$ cat config.mk
export PLATFORM = sky130hd
export DESIGN_NAME = spmv_mem_arbiter
export DESIGN_NICKNAME = d
export VERILOG_FILES = /design/src/rtl/spmv_mem_arbiter.sv
export SDC_FILE = /design/constraint.sdc
export NUM_CORES = 1
export LEC_CHECK = 0
export ABC_AREA = 1
export BUFFER_PORTS_ARGS = -buffer_cell sky130_fd_sc_hd__buf_4
export CORE_AREA = 3 3 145 182
export CTS_BUF_LIST = sky130_fd_sc_hd__clkbuf_8 sky130_fd_sc_hd__clkbuf_16
export DETAILED_ROUTE_END_ITERATION = 7
export DIE_AREA = 0 0 148 185
export GPL_TIMING_DRIVEN = 0
export PLACE_DENSITY = 0.76
export SKIP_LAST_GASP = 1
export SLEW_MARGIN = 20
export SYNTH_ARGS = -nofsm -noshare
export SYNTH_HDL_FRONTEND = slang
export SYNTH_SLANG_ARGS = --single-unit
$ cat constraint.sdc
create_clock -name clk -period 2.15 [get_ports clk]
set_clock_uncertainty 0.2 [all_clocks]
set_input_delay 0.3225 -clock clk [delete_from_list [all_inputs] [get_ports clk]]
set_output_delay 0.3225 -clock clk [all_outputs]
set_load 0.05 [all_outputs]
$ cat src/rtl/spmv_mem_arbiter.sv
// PE memory request arbiter: store / cache-load / decoder-load scheduling with a
// load credit counter. Define SPMV_MEM_ARB_STARVE_GUARD_EN to enable the decoder starvation guard.
module spmv_mem_arbiter #(
    parameter int MAX_OUT      = 32,
    parameter int STARVE_LIMIT = 16
) (
    input  logic        clk,
    input  logic        rst,
    input  logic        st_valid,
    output logic        st_ready,
    input  logic [63:0] st_data,
    input  logic        cl_valid,
    output logic        cl_ready,
    input  logic [47:0] cl_addr,
    input  logic        dl_valid,
    output logic        dl_ready,
    input  logic [47:0] dl_addr,
    input  logic [1:0]  dl_tag,
    input  logic        cfg_ld,
    input  logic        cfg_sel,
    input  logic [47:0] cfg_data,
    input  logic        cmd_start,
    input  logic        cmd_stop,
    output logic        req_mem_ld,
    output logic        req_mem_st,
    output logic [47:0] req_mem_addr,
    output logic [63:0] req_mem_d_or_tag,
    input  logic        req_mem_stall,
    input  logic        rsp_mem_push,
    output logic        busy,
    output logic        st_done,
    output logic [1:0]  dbg_state
);
    // Handshake: a transfer happens in a cycle where valid && ready; ready is
    // combinational and never depends on ready of another requester.
    localparam int OUT_W = $clog2(MAX_OUT + 1);

    typedef enum logic [1:0] {IDLE = 2'd0, RUN = 2'd1, DRAIN = 2'd2} state_t;

    state_t           state, state_nxt;
    logic [47:0]      st_addr, st_end;
    logic [OUT_W-1:0] outstanding;
    logic             can_grant, ld_ok, starve_hit;
    logic             st_grant, cl_grant, dl_grant, ld_xfer;

`ifdef SPMV_MEM_ARB_STARVE_GUARD_EN
    localparam int SW = $clog2(STARVE_LIMIT + 1);
    logic [SW-1:0] starve_cnt;

    assign starve_hit = (starve_cnt >= SW'(STARVE_LIMIT));

    always_ff @(posedge clk) begin
        if (!rst) begin
            starve_cnt <= '0;
        end else if (!dl_valid || dl_grant) begin
            starve_cnt <= '0;
        end else if (starve_cnt != SW'(STARVE_LIMIT)) begin
            starve_cnt <= starve_cnt + SW'(1);
        end
    end
`else
    assign starve_hit = 1'b0;
`endif

    always_comb begin
        state_nxt = state;
        st_grant  = 1'b0;
        cl_grant  = 1'b0;
        dl_grant  = 1'b0;
        can_grant = !req_mem_stall && (state != IDLE);
        ld_ok     = can_grant && (state == RUN) && (outstanding < OUT_W'(MAX_OUT));
        if (starve_hit && ld_ok && dl_valid) begin
            dl_grant = 1'b1;
        end else if (can_grant && st_valid) begin
            st_grant = 1'b1;
        end else if (ld_ok && cl_valid) begin
            cl_grant = 1'b1;
        end else if (ld_ok && dl_valid) begin
            dl_grant = 1'b1;
        end
        case (state)
            IDLE:    if (cmd_start) state_nxt = RUN;
            RUN:     if (cmd_stop) state_nxt = DRAIN;
            DRAIN:   if (outstanding == '0 && !st_valid) state_nxt = IDLE;
            default: state_nxt = IDLE;
        endcase
    end

    assign st_ready  = st_grant;
    assign cl_ready  = cl_grant;
    assign dl_ready  = dl_grant;
    assign ld_xfer   = cl_grant || dl_grant;
    assign dbg_state = state;

    always_ff @(posedge clk) begin
        if (!rst) begin
            state            <= IDLE;
            st_addr          <= '0;
            st_end           <= '0;
            outstanding      <= '0;
            req_mem_ld       <= 1'b0;
            req_mem_st       <= 1'b0;
            req_mem_addr     <= '0;
            req_mem_d_or_tag <= '0;
            busy             <= 1'b0;
            st_done          <= 1'b1;
        end else begin
            state      <= state_nxt;
            req_mem_ld <= 1'b0;
            req_mem_st <= 1'b0;
            busy       <= (state != IDLE) || (outstanding != '0);
            st_done    <= (st_addr == st_end);
            // A store to the end address is consumed but never reaches memory.
            if (st_grant && st_addr != st_end) begin
                req_mem_st       <= 1'b1;
                req_mem_addr     <= st_addr;
                req_mem_d_or_tag <= st_data;
                st_addr          <= st_addr + 48'd8;
            end else if (cl_grant) begin
                req_mem_ld       <= 1'b1;
                req_mem_addr     <= cl_addr;
                req_mem_d_or_tag <= 64'h1;
            end else if (dl_grant) begin
                req_mem_ld       <= 1'b1;
                req_mem_addr     <= dl_addr;
                req_mem_d_or_tag <= {61'b0, dl_tag, 1'b0};
            end
            if (cfg_ld && !cfg_sel) st_addr <= cfg_data;
            if (cfg_ld && cfg_sel)  st_end  <= cfg_data;
            if (ld_xfer && !rsp_mem_push) begin
                outstanding <= outstanding + OUT_W'(1);
            end else if (!ld_xfer && rsp_mem_push && outstanding != '0) begin
                outstanding <= outstanding - OUT_W'(1);
            end
        end
    end
endmodule

==> flow_summary.ini <==
[grt]
first_global_vias = 14180
globalRoute.totalOverflow = 0
grt_start_max_net_pins = 15
number_of_antenna_violations_at_the_first_check_in_global_routing = 0
grt_usage_pct = 35.01
wire_length_of_the_first_global_routing_pass_um = 76560

[placement]
detailed_place_hpwl_um = 35260
pre_cts_ws_ns = -0.5850
port_buffers = 340
gp_congestion = 1.008
placed_cells = 2473

[drt]
drc_errors = 0
detailroute.via_count = 14520
routedWlPerCell_um = 19.30
via_per_inst = 5.415
drt_pre_antenna_iters = 6
drt_iter0_markers = 1072
antenna_left = 0
detail_route.wirelength_um = 51760

[die]
die-area_um2 = 27380
floorplan_die_height_um = 185
num_io_pins = 342
placement_rows = 64
die_width_um = 148
core_area_um2 = 24660
start_util_pct = 47.17

[critical_path]
regToRegSetupSlack_ns = -0.34
critPathMaxFanout = 5
timing.rr.end = outstanding[5]
beginning_of_the_worst_register_to_register_path = dbg_state[0]
worstSetupEndpointType = register
reg2regPathDepth = 15
cp_data_required_time_ns = 2.34
max_stage_delay_ns = 0.37
start_to_end_type_of_the_worst_setup_path = reg2reg
start_kind = register
worstPathCellList = inv_4, nor2_4, nand3_2, inv_2, o211ai_1, nor2_1, inv_2, ha_4, a21oi_2, nand2_2, a21oi_2, o21bai_1, xor2_1, a21oi_1, nor2_1
crit_arrival_ns = 2.68
timing.critical_path.slowest_stage_cell = sky130_fd_sc_hd__dfxtp_4

[layout]
layout-drive-gt1-share_pct = 26.53
final_common_cell = sky130_fd_sc_hd__nand2_1
nets = 2563
n_fill_cell = 1976
final_core_utilization_pct = 72.54
layout.cells.non_filler = 2682
final_cell_mix = sky130_fd_sc_hd__nand2_1, sky130_fd_sc_hd__buf_4, sky130_fd_sc_hd__nor2_1
antenna_cells_inserted = 0
syn_to_final_growth_pct = 53.80

[synthesis]
synthCells = 1803
syn_avg_cell_area_um2 = 6.452
syn_area_um2 = 11630
synth-seq-cells = 220
synth_warnings = 0
total_nets_after_synthesis = 2030
synth_cell_types = 33
ys_seq_area_share_pct = 37.86

[worst_hold_path]
timing.hold.worst.class = in2reg
timing.hold.worst_path_depth = 5
hold_endpoint = req_mem_addr[35]
min-delay-start = dl_addr[35]

[clock_network]
cts_buffers = 23
ctsRootBufferMaster = sky130_fd_sc_hd__clkbuf_16
tritoncts_clock_tree = yes
cts.sink_count = 220
htree_num_levels = 1
worstSkewPairLatency_ns = 0.52
clock_slew_at_reported_path_ffs_ns = 0.06
cts-root-to-sink-buffers = 3

[run_status]
failed_checks = setup timing
run_status = finished, violations left

[sta]
hold_violations = 0
grt_setup_unrepaired = yes
setup_viol = 162
final_clock_period_utilization_by_the_worst_path_pct = 115.9
drv_slew = 0
period_needed_ns = 2.492
maximum_frequency_from_static_timing_analysis_mhz = 401.3
postLayoutSetupSlackWorst_ns = -0.3418
max_slew.worst_pin.slew_ns = 0.8346
slew_headroom_pct = 44.36

[run]
max_cap_violations = 0

[pwr]
irDropWorstVdd_mv = 0.7007
power.density_nw_per_um2 = 697.5
power.total_mw = 12.48
power_leakage_nw = 7.844
==> stage by stage <==
stage | cell area, µm² | TNS [ns] | hold WS (ns)
floorplan | 11690 | -0.5251 | 0.2266
global placement | 14650 | -70.03 | 0.2432
detailed placement | 14650 | -74.48 | 0.2452
CTS | 17460 | -13.59 | 0.002088
global route | 17890 | -32.74 | 0.04021
finish | 17890 | -21.46 | 0.004389
==> cell usage after synthesis <==
| cell | number | area share (%) |
|---|---|---|
| sky130_fd_sc_hd__a2111oi_0 | 1 | 0.075 |
| sky130_fd_sc_hd__a21oi_1 | 126 | 5.4 |
| sky130_fd_sc_hd__and3_1 | 2 | 0.11 |
| sky130_fd_sc_hd__buf_1 | 9 | 0.29 |
| sky130_fd_sc_hd__buf_2 | 12 | 0.52 |
| sky130_fd_sc_hd__buf_4 | 4 | 0.26 |
| sky130_fd_sc_hd__buf_6 | 12 | 1.2 |
| sky130_fd_sc_hd__clkbuf_1 | 71 | 2.3 |
| sky130_fd_sc_hd__clkinv_1 | 1 | 0.032 |
| sky130_fd_sc_hd__dfxtp_1 | 220 | 38 |
| sky130_fd_sc_hd__fa_1 | 1 | 0.17 |
| sky130_fd_sc_hd__ha_1 | 5 | 0.54 |
| sky130_fd_sc_hd__inv_1 | 159 | 5.1 |
| sky130_fd_sc_hd__inv_2 | 4 | 0.13 |
| sky130_fd_sc_hd__nand2_1 | 451 | 15 |
| sky130_fd_sc_hd__nand2_4 | 1 | 0.097 |
| sky130_fd_sc_hd__nand3_1 | 176 | 7.6 |
| sky130_fd_sc_hd__nand3_2 | 2 | 0.17 |
| sky130_fd_sc_hd__nand3b_1 | 11 | 0.71 |
| sky130_fd_sc_hd__nand4_1 | 13 | 0.70 |
| sky130_fd_sc_hd__nor2_1 | 237 | 7.6 |
| sky130_fd_sc_hd__nor2_2 | 2 | 0.11 |
| sky130_fd_sc_hd__nor2_4 | 1 | 0.097 |
| sky130_fd_sc_hd__nor3_1 | 18 | 0.77 |
| sky130_fd_sc_hd__nor3_2 | 1 | 0.086 |
| sky130_fd_sc_hd__nor3b_1 | 1 | 0.065 |
| sky130_fd_sc_hd__nor4_1 | 2 | 0.11 |
| sky130_fd_sc_hd__o211ai_1 | 3 | 0.19 |
| sky130_fd_sc_hd__o21ai_0 | 163 | 7.0 |
| sky130_fd_sc_hd__o21ai_1 | 29 | 1.2 |
| sky130_fd_sc_hd__o21bai_1 | 1 | 0.065 |
| sky130_fd_sc_hd__xnor2_1 | 43 | 3.2 |
| sky130_fd_sc_hd__xor2_1 | 21 | 1.6 |
==> cell families (layout without fill, tap and decap cells) <==
| kind of cell | Yosys count | in the layout | synth area share [%] |
|---|---|---|---|
| simple gates | 918 | 919 | 32.79 |
| compound gates | 323 | 323 | 14.01 |
| buf+inv | 272 | 820 | 9.809 |
| flops | 220 | 220 | 37.86 |
| xor+xnor | 64 | 64 | 4.818 |
| fa+ha+maj | 6 | 6 | 0.7098 |
==> state kept, by name, summed over array words and instances (netlist names) <==
| signal | count |
|---|---|
| req_mem_d_or_tag | 64 |
| req_mem_addr | 48 |
| st_addr | 48 |
| st_end | 48 |
| outstanding | 6 |
| dbg_state | 2 |
| busy | 1 |
| req_mem_ld | 1 |
| req_mem_st | 1 |
| st_done | 1 |
==> worst max-delay path: cells and delay by family, from the launching register on <==
family	cells	cell delay (ns)
fa+ha+maj	1	0.26
flops	1	0.37
xor+xnor	1	0.16
buf+inv	3	0.24
simple gates	5	0.54
compound gates	5	0.58
==> layout make-up <==
| cell class | instances | area [µm²] | share of cell area [%] |
|---|---|---|---|
| clock inverter | 13 | 141.4 | 0.7902 |
| clock buffer | 28 | 644.4 | 3.601 |
| inverter | 164 | 623.1 | 3.483 |
| timing repair buffer | 511 | 4327 | 24.18 |
| buffer | 104 | 646.9 | 3.615 |
| multi-input combinational | 1312 | 6589 | 36.83 |
| sequential | 220 | 4508 | 25.20 |
| tap | 330 | 412.9 | 2.308 |
==> what timing repair did <==
item                       4_1_cts  5_1_grt
hold endpoints to repair       149        0
pin swaps                       14       10
setup endpoints to repair      165      167
gates cloned                     6        5
gates resized for setup        178       81
hold buffers                   117        0
setup buffers                   34       10
==> worst max-delay path by stage <==
stage	startpoint	endpoint	slack [ns]	cells after the start
4_1_cts	rst	st_addr[37]	-0.24	5
3_3_place_gp	st_addr[13]	st_addr[34]	-0.59	11
2_1_floorplan	dbg_state[0]	outstanding[5]	-0.25	15
5_1_grt	dbg_state[0]	outstanding[5]	-0.44	15
6_report	dbg_state[0]	outstanding[5]	-0.34	15
3_5_place_dp	st_addr[14]	st_addr[35]	-0.59	11
==> power by group <==
| part | total [mW] | leakage [nW] | internal [mW] | switching [mW] |
|---|---|---|---|---|
| clock | 4.25 | 0.403 | 2.48 | 1.76 |
| sequential | 4.61 | 1.82 | 4.37 | 0.246 |
| combinational | 3.62 | 5.62 | 1.51 | 2.11 |
==> routing by layer <==
metal | track usage (%) | part of all wire [%] | vias to the layer above
met1 | 40.89 | 37 | 6681
li1 | - | - | 6859
met5 | 0 | 0 | -
met2 | 63.92 | 50 | 825
met3 | 5.678 | 8.6 | 158
met4 | 13.86 | 4.6 | 0
Note: power is estimated with default switching activity, not from simulation.
